--- config.mk ---
export PLATFORM = sky130hd
export DESIGN_NAME = sprite_layer_mux
export DESIGN_NICKNAME = d
export VERILOG_FILES = /design/src/rtl/vga_pkg.sv /design/src/rtl/rr_priority_pick.sv /design/src/rtl/sprite_layer_mux.sv
export SDC_FILE = /design/constraint.sdc
export NUM_CORES = 1
export LEC_CHECK = 0
export CAP_MARGIN = 30
export CORE_AREA = 4 4 62 64
export CTS_CLUSTER_DIAMETER = 60
export DETAILED_ROUTE_END_ITERATION = 12
export DIE_AREA = 0 0 66 68
export GPL_ROUTABILITY_DRIVEN = 0
export PLACE_DENSITY = 0.75
export SLEW_MARGIN = 20
export SYNTH_ARGS = -nofsm -noshare
export SYNTH_HDL_FRONTEND = slang
export SYNTH_SLANG_ARGS = --single-unit
export TNS_END_PERCENT = 30
--- constraint.sdc ---
create_clock -name clk -period 2.24 [get_ports clk]
set_clock_uncertainty 0.1 [all_clocks]
set_input_delay 0.336 -clock clk [delete_from_list [all_inputs] [get_ports clk]]
set_output_delay 0.336 -clock clk [all_outputs]
set_load 0.005 [all_outputs]
--- src/rtl/vga_pkg.sv ---
// Shared VGA constants and types used by the object-path layer muxes.
package vga_pkg;
  localparam int RGB_W = 8;
  localparam logic [7:0] BG_WHITE = 8'hFF;

  typedef logic [RGB_W-1:0] rgb_t;

  function automatic int idx_width(input int n);
    return (n <= 1) ? 1 : $clog2(n);
  endfunction
endpackage

--- src/rtl/rr_priority_pick.sv ---
// Combinational rotating priority encoder: first requester at or after ptr,
// scanning upward and wrapping modulo NUM_CH.
module rr_priority_pick import vga_pkg::*; #(
  parameter int NUM_CH = 4,
  parameter int IDXW   = idx_width(NUM_CH)
) (
  input  logic [NUM_CH-1:0] req,
  input  logic [IDXW-1:0]   ptr,
  output logic              valid,
  output logic [IDXW-1:0]   idx
);

  int c;

  // Walk from the farthest candidate back to ptr so the nearest one is written last.
  always_comb begin
    valid = 1'b0;
    idx   = '0;
    c     = 0;
    for (int k = NUM_CH - 1; k >= 0; k--) begin
      c = int'(ptr) + k;
      if (c >= NUM_CH) c = c - NUM_CH;
      if (req[IDXW'(c)]) begin
        valid = 1'b1;
        idx   = IDXW'(c);
      end
    end
  end

endmodule

--- src/rtl/sprite_layer_mux.sv ---
// Sprite layer compositor: registered winner RGB/request with fixed or per-frame
// rotating priority, plus sticky per-frame sprite collision masks.
module sprite_layer_mux import vga_pkg::*; #(
  parameter int               NUM_CH = 4,
  parameter int               RGB_W  = vga_pkg::RGB_W,
  parameter logic [RGB_W-1:0] BG_RGB = RGB_W'(BG_WHITE),
  localparam int              IDXW   = idx_width(NUM_CH)
) (
  input  logic                         clk,
  input  logic                         reset,
  input  logic                         startOfFrame,
  input  logic                         rotateEn,
  input  logic [NUM_CH-1:0]            drawReq,
  input  logic [NUM_CH-1:0][RGB_W-1:0] rgbIn,
  output logic                         layerDrawingRequest,
  output logic [RGB_W-1:0]             layerRGB,
  output logic [IDXW-1:0]              winnerIdx,
  output logic [NUM_CH-1:0]            collisionMask,
  output logic [NUM_CH-1:0]            frameCollision
);

  logic [IDXW-1:0]   ptr_q, ptr_d;
  logic              req_q, req_d;
  logic [RGB_W-1:0]  rgb_q, rgb_d;
  logic [IDXW-1:0]   win_q, win_d;
  logic [NUM_CH-1:0] cmask_q, cmask_d;
  logic [NUM_CH-1:0] fcoll_q, fcoll_d;

  logic              pick_valid;
  logic [IDXW-1:0]   pick_idx;
  logic [NUM_CH-1:0] overlap;

  rr_priority_pick #(
    .NUM_CH (NUM_CH),
    .IDXW   (IDXW)
  ) u_pick (
    .req   (drawReq),
    .ptr   (ptr_q),
    .valid (pick_valid),
    .idx   (pick_idx)
  );

  always_comb begin
    overlap = ($countones(drawReq) >= 2) ? drawReq : '0;

    req_d = pick_valid;
    rgb_d = pick_valid ? rgbIn[pick_idx] : BG_RGB;
    win_d = pick_valid ? pick_idx : '0;

    // Pointer change only shows up after the pulse; the pulse cycle uses the old value.
    ptr_d = ptr_q;
    if (!rotateEn) begin
      ptr_d = '0;
    end else if (startOfFrame) begin
      ptr_d = (ptr_q == IDXW'(NUM_CH - 1)) ? '0 : ptr_q + 1'b1;
    end

    // The startOfFrame cycle already belongs to the new frame.
    if (startOfFrame) begin
      fcoll_d = cmask_q;
      cmask_d = overlap;
    end else begin
      fcoll_d = fcoll_q;
      cmask_d = cmask_q | overlap;
    end
  end

  always_ff @(posedge clk or posedge reset) begin
    if (reset) begin
      ptr_q   <= '0;
      req_q   <= 1'b0;
      rgb_q   <= BG_RGB;
      win_q   <= '0;
      cmask_q <= '0;
      fcoll_q <= '0;
    end else begin
      ptr_q   <= ptr_d;
      req_q   <= req_d;
      rgb_q   <= rgb_d;
      win_q   <= win_d;
      cmask_q <= cmask_d;
      fcoll_q <= fcoll_d;
    end
  end

  assign layerDrawingRequest = req_q;
  assign layerRGB            = rgb_q;
  assign winnerIdx           = win_q;
  assign collisionMask       = cmask_q;
  assign frameCollision      = fcoll_q;

endmodule

==> flow_summary_export.csv, run 1 <==
group,metric,value,unit
detailed_routing,viasPerCell,4.713,
floorplanning,fp.dieW,66,microns
yosys,synth_nets,156,
power_and_ir_drop,ir_worst_vdd,0.2174,mV
worst_setup_path,path_class,"flip-flop to flip-flop",
cells_and_area,regArea,535.5,sq um
clocking,cts.sink_count,21,
worst_setup_path,path_buf_inv,0,
timing,hold_violations,0,
floorplanning,die_area,4488,sq um
clocking,cts_buffers,3,
power_and_ir_drop,leakage,0.8298,nW
detailed_routing,ant_nets,0,
worst_setup_path,slowest_stage,"nor2_4",
cells_and_area,layout_common_cells,"clkdlybuf4s50_1 (58), mux2i_1 (29), or2_2 (15)",
worst_setup_path,rrSetupSlack,0.18,ns
clocking,postCtsSetupBuffers,0,
timing,setup_viol_count_final,0,
worst_setup_path,cp.required,2.37,ns
run_status,status,"finished, final reports clean",
worst_setup_path,crit_arrival,2.19,ns
yosys,ys.flop_type,"dfrtp_1",
clocking,path_clk_slew,0.11,ns
timing,tightest_slew,0.5822,ns
yosys,syn_area,1281,sq um
cells_and_area,multi_input_area,653.1,sq um
place,pre_cts_ws,-0.02687,ns
timing,tns,0,ns
power_and_ir_drop,powerDensity,573.6,nW/um^2
worst_setup_path,critical_path.top_delay_family,"simple AND/OR/NAND/NOR gates",
clocking,cts_hold_buf,0,
run,cap_viol_max_count,0,
detailed_routing,drt_iter0_markers,24,
timing,whs,0.1767,ns
yosys,synth-seq-area-share,0.4180,
clocking,clk_path_buf_depth,2,
floorplanning,dieHeight,68,microns
timing,final_max_slew_viol_count,0,
worst_setup_path,rr_endpoint,"layerRGB[5]$_DFF_PP1_",
yosys,avgSynthCellArea,11.24,sq um
detailed_routing,avgRoutedWirePerCell,12.83,microns
floorplanning,coreArea,3284,sq um
detailed_routing,wl,2861,microns
detailed_routing,first_pass_iters,3,
timing,fin_crit_sh,0.9213,
worst_setup_path,endpoint_kind,"flip-flop",
detailed_routing,drcViolationCount,0,
grt,grt_pass1_wl,5078,microns
yosys,synth_edf_count,0,
cells_and_area,final_common_cell,"clkdlybuf4s50_1",
grt,grt_pass1_vias,1188,
power_and_ir_drop,finalPower,1.115,mW
timing,fin_crit,2.064,ns
cells_and_area,area_growth,51.76,%
clocking,clk_latency,0.29,ns
worst_setup_path,cp_common_cell,"mux2i_1",
cells_and_area,nets,220,
yosys,ys_ff_latch,21,
cells_and_area,antennaDiodeCount,0,
floorplanning,ios,59,
worst_setup_path,crit_fanout,17,
clocking,cts_root_buf,"clkbuf_4",
worst_setup_path,setup.worst_path.start_class,"flip-flop",
yosys,synth-async-reset-ratio,1.000,
timing,rsz0062_at_grt,"no",
detailed_routing,via_count,1051,
worst_setup_path,timing.rr.start,"ptr_q[1]$_DFFE_PP0P_",
worst_setup_path,critical-path-max-stage-delay,0.50,ns
clocking,postCtsResizedCells,0,
yosys,synthCells,114,
grt,grt_antenna_before_repair,0,
cells_and_area,drive_gt1_frac,0.2429,
place,io_buffer_count,58,
timing,slew_headroom,0.6110,
worst_setup_path,path_cells,"ha_1, a211oi_1, nor2_4, mux2i_1, mux2i_1",
clocking,cts_tree,"yes",
hold_path,holdCritPathClass,"input pin to asynchronous set/reset pin",
timing,fmax,0.4845,GHz
yosys,yosysUniqueCellTypes,31,
worst_setup_path,rr_worst_depth,5,
floorplanning,start_util,0.3901,
timing,layout_setup_ws,0.1762,ns
yosys,ys_warn_count,0,
grt,grt_usage,0.1472,
clocking,htree_levels,1,
cells_and_area,nFillCells,306,
grt,grt_overflow_total,0,
floorplanning,rows,21,
place,place_hpwl,2410,microns
grt,grt_max_degree,18,
==> metrics by stage <==
| step | utilization | instance area [sq um] | std cells |
|---|---|---|---|
| global placement | 0.5836 | 1917 | 219 |
| floorplan | - | 1281 | 114 |
| CTS | 0.5920 | 1944 | 223 |
| detailed placement | 0.5836 | 1917 | 219 |
| global route | 0.5920 | 1944 | 223 |
| finish | 0.5920 | 1944 | 223 |
==> metal layers <==
layer | wire length (microns) | track usage | vias to the layer above
met5 | 0 | 0 | -
met4 | 21 | 0.04569 | 0
met3 | 243 | 0.04105 | 2
met2 | 1454 | 0.2716 | 44
met1 | 1142 | 0.1646 | 488
li1 | - | - | 517
==> power by group <==
part,switching [mW],leakage [nW],internal (mW)
Combinational,0.160,0.574,0.280
Clock,0.110,0.0177,0.0665
Sequential,0.0316,0.238,0.467
Total,0.301,0.830,0.814
==> kinds of logic after synthesis <==
kind of cell	after synthesis	share of synthesized area
mux	34	0.2734
simple gates	29	0.1396
flops	21	0.4180
buf+inv	15	0.07227
compound gates	13	0.07130
fa+ha+maj	2	0.02539
==> flip-flops by register name, summed over array words and instances (netlist names) <==
| name | cells |
|---|---|
| layerRGB | 8 |
| collisionMask | 4 |
| layerDrawingRequest | 1 |
| frameCollision | 4 |
| ptr_q | 2 |
| winnerIdx | 2 |
==> worst max-delay path by stage <==
stage / from / end / slack, ns / cells after the start
after CTS: ptr_q[1]$_DFFE_PP0P_ / layerRGB[2]$_DFF_PP1_ / 0.17 / 5
after global routing: ptr_q[1]$_DFFE_PP0P_ / layerRGB[2]$_DFF_PP1_ / 0.05 / 7
after global placement: drawReq[0] / layerRGB[4]$_DFF_PP1_ / 0.05 / 6
after detailed placement: drawReq[0] / layerRGB[2]$_DFF_PP1_ / -0.03 / 6
final: ptr_q[1]$_DFFE_PP0P_ / layerRGB[5]$_DFF_PP1_ / 0.18 / 5
after floorplan: ptr_q[1]$_DFFE_PP0P_ / layerRGB[0]$_DFF_PP1_ / 0.40 / 7
==> cell usage after synthesis (2+ instances only) <==
cell type / n / area (sq um)
dfrtp_1: 13 / 325.3
mux2i_1: 29 / 290.3
buf_6: 2 / 22.52
nor2b_1: 2 / 12.51
nor2_1: 3 / 11.26
nand2_1: 3 / 11.26
dfstp_2: 8 / 210.2
o21ai_0: 6 / 30.03
inv_1: 8 / 30.03
clkbuf_1: 2 / 7.510
or2_2: 15 / 93.84
mux2_2: 4 / 45.04
==> cell type report <==
class / count / area share
timing repair buffer: 66 / 0.3295
clock buffer: 3 / 0.01158
multi-input combinational: 78 / 0.3359
tap: 46 / 0.02960
inverter: 8 / 0.01544
sequential: 21 / 0.2754
clock inverter: 1 / 0.002574
No activity file was read; power rests on OpenSTA's default activity.
==> run 2, diff against run 1 <==
--- a/config.mk
+++ b/config.mk
@@ -6,11 +6,12 @@
 export NUM_CORES = 1
 export LEC_CHECK = 0
 export CAP_MARGIN = 30
-export CORE_AREA = 4 4 62 64
+export CORE_AREA = 2 2 60 62
 export CTS_CLUSTER_DIAMETER = 60
 export DETAILED_ROUTE_END_ITERATION = 12
-export DIE_AREA = 0 0 66 68
+export DIE_AREA = 0 0 62 64
 export GPL_ROUTABILITY_DRIVEN = 0
+export MAX_ROUTING_LAYER = met4
 export PLACE_DENSITY = 0.75
 export SLEW_MARGIN = 20
 export SYNTH_ARGS = -nofsm -noshare
==> run 2 against run 1 <==
Net effect: sequential share of layout area is 0.14 points lower; count of clock-buffer cells in the layout stayed put; hold slack better by 0.010 ns; global-route usage is 1.6 points higher; final cell count is 0.45% higher; total power is 1.7% higher; setup slack worse by 0.035 ns; non-clock buffer count is 1 higher; combinational power is 0.9% higher; die area is 12% lower; routed wire length is 1.6% higher; final area is 0.51% higher.
==> flow_summary_export.csv, run 2 (synthesis results as in run 1) <==
group,metric,value,unit
run_status,status,"finished, final reports clean",
floorplanning,ios,59,
hold_path,holdCritPathClass,"input pin to asynchronous set/reset pin",
timing,final_max_slew_viol_count,0,
place,io_buffer_count,58,
power_and_ir_drop,ir_worst_vdd,0.2655,mV
worst_setup_path,cp.required,2.39,ns
detailed_routing,viasPerCell,4.768,
timing,tightest_slew,0.5711,ns
detailed_routing,first_pass_iters,4,
timing,slew_headroom,0.6184,
grt,grt_max_degree,18,
cells_and_area,design_area,1954,sq um
cells_and_area,largest_reg_flops,8,
worst_setup_path,rr_worst_depth,5,
place,pre_cts_ws,-0.04876,ns
floorplanning,start_util,0.3901,
worst_setup_path,crit_fanout,17,
worst_setup_path,timing.rr.start,"ptr_q[1]$_DFFE_PP0P_",
cells_and_area,layout_common_cells,"clkdlybuf4s50_1 (58), mux2i_1 (29), or2_2 (15)",
timing,fin_crit_sh,0.9369,
clocking,cts_buffers,3,
detailed_routing,drcViolationCount,0,
worst_setup_path,rrSetupSlack,0.14,ns
clocking,cts_tree,"yes",
clocking,clk_path_buf_depth,2,
power_and_ir_drop,finalPower,1.134,mW
cells_and_area,nets,221,
detailed_routing,ant_nets,0,
grt,grt_pass1_vias,1109,
timing,layout_setup_ws,0.1413,ns
floorplanning,fp.dieW,62,microns
cells_and_area,regArea,535.5,sq um
timing,setup_viol_count_final,0,
worst_setup_path,crit_arrival,2.25,ns
power_and_ir_drop,powerDensity,580.5,nW/um^2
detailed_routing,wl,2907,microns
grt,grt_overflow_total,0,
cells_and_area,drive_gt1_frac,0.2472,
clocking,cts_hold_buf,0,
run,cap_viol_max_count,0,
cells_and_area,multi_input_area,653.1,sq um
place,place_hpwl,2361,microns
clocking,postCtsResizedCells,0,
floorplanning,rows,21,
place,dpl_cell_area,1924,sq um
timing,tns,0,ns
cells_and_area,nFillCells,283,
grt,grt_usage,0.1633,
worst_setup_path,setup.worst_path.start_class,"flip-flop",
worst_setup_path,path_class,"flip-flop to flip-flop",
detailed_routing,avgRoutedWirePerCell,12.98,microns
timing,hold_violations,0,
timing,fmax,0.4765,GHz
clocking,htree_levels,1,
cells_and_area,area_growth,52.54,%
clocking,clk_latency,0.31,ns
timing,fin_crit,2.099,ns
detailed_routing,via_count,1068,
clocking,cts.sink_count,21,
floorplanning,die_area,3968,sq um
clocking,cts_root_buf,"clkbuf_4",
cells_and_area,antennaDiodeCount,0,
cells_and_area,final_common_cell,"clkdlybuf4s50_1",
power_and_ir_drop,leakage,0.8310,nW
timing,rsz0062_at_grt,"no",
clocking,postCtsSetupBuffers,0,
detailed_routing,drt_iter0_markers,21,
grt,grt_pass1_wl,4692,microns
worst_setup_path,rr_endpoint,"layerRGB[3]$_DFF_PP1_",
grt,grt_antenna_before_repair,0,
floorplanning,dieHeight,64,microns
floorplanning,coreArea,3284,sq um
clocking,path_clk_slew,0.13,ns
worst_setup_path,endpoint_kind,"flip-flop",
run 2: cell types whose count changed in the layout (fill, tap and decap cells not counted), sizes merged:
| cell | before | now |
|---|---|---|
| clkinvlp | 0 | 1 |
| clkinv | 1 | 0 |
| buf | 8 | 9 |
run 2: worst max-delay path, cell delays in order, from the launching register on:
cell,delay (ns)
dfrtp_1,0.48
ha_1,0.44
o32ai_2,0.14
nor2_4,0.48
mux2i_1,0.27
mux2i_1,0.11
run 2: how the worst max path moves through the flow:
stage                                 end  slack, ns                  from
floorplan           layerRGB[0]$_DFF_PP1_       0.40  ptr_q[1]$_DFFE_PP0P_
global placement    layerRGB[4]$_DFF_PP1_       0.04            drawReq[1]
detailed placement  layerRGB[3]$_DFF_PP1_      -0.05            drawReq[1]
CTS                 layerRGB[3]$_DFF_PP1_       0.11  ptr_q[1]$_DFFE_PP0P_
global route        layerRGB[3]$_DFF_PP1_       0.01  ptr_q[1]$_DFFE_PP0P_
finish              layerRGB[3]$_DFF_PP1_       0.14  ptr_q[1]$_DFFE_PP0P_
run 2: layout make-up:
type                       count  area share
clock inverter                 1    0.003841
sequential                    21      0.2740
inverter                       8     0.01536
tap                           46     0.02945
multi-input combinational     78      0.3342
timing repair buffer          67      0.3316
clock buffer                   3     0.01152
run 2: power breakdown:
part	switching (mW)	total (mW)	internal (mW)
Sequential	0.0285	0.495	0.467
Clock	0.127	0.195	0.0682
Combinational	0.163	0.444	0.281
run 2: through the flow:
stage	utilization	cells	hold WS, ns
5_1_grt	0.5950	224	0.2348
2_1_floorplan	-	114	0.2066
6_report	0.5950	224	0.1869
3_3_place_gp	0.5859	220	0.3894
3_5_place_dp	0.5859	220	0.3954
4_1_cts	0.5950	224	0.1957
run 2: layer usage:
metal,vias up,global-route usage,wire length (microns)
met1,498,0.1728,1181
met4,0,0.06915,37
li1,518,-,-
met3,4,0.04049,242
met2,48,0.2786,1446
met5,-,-,0
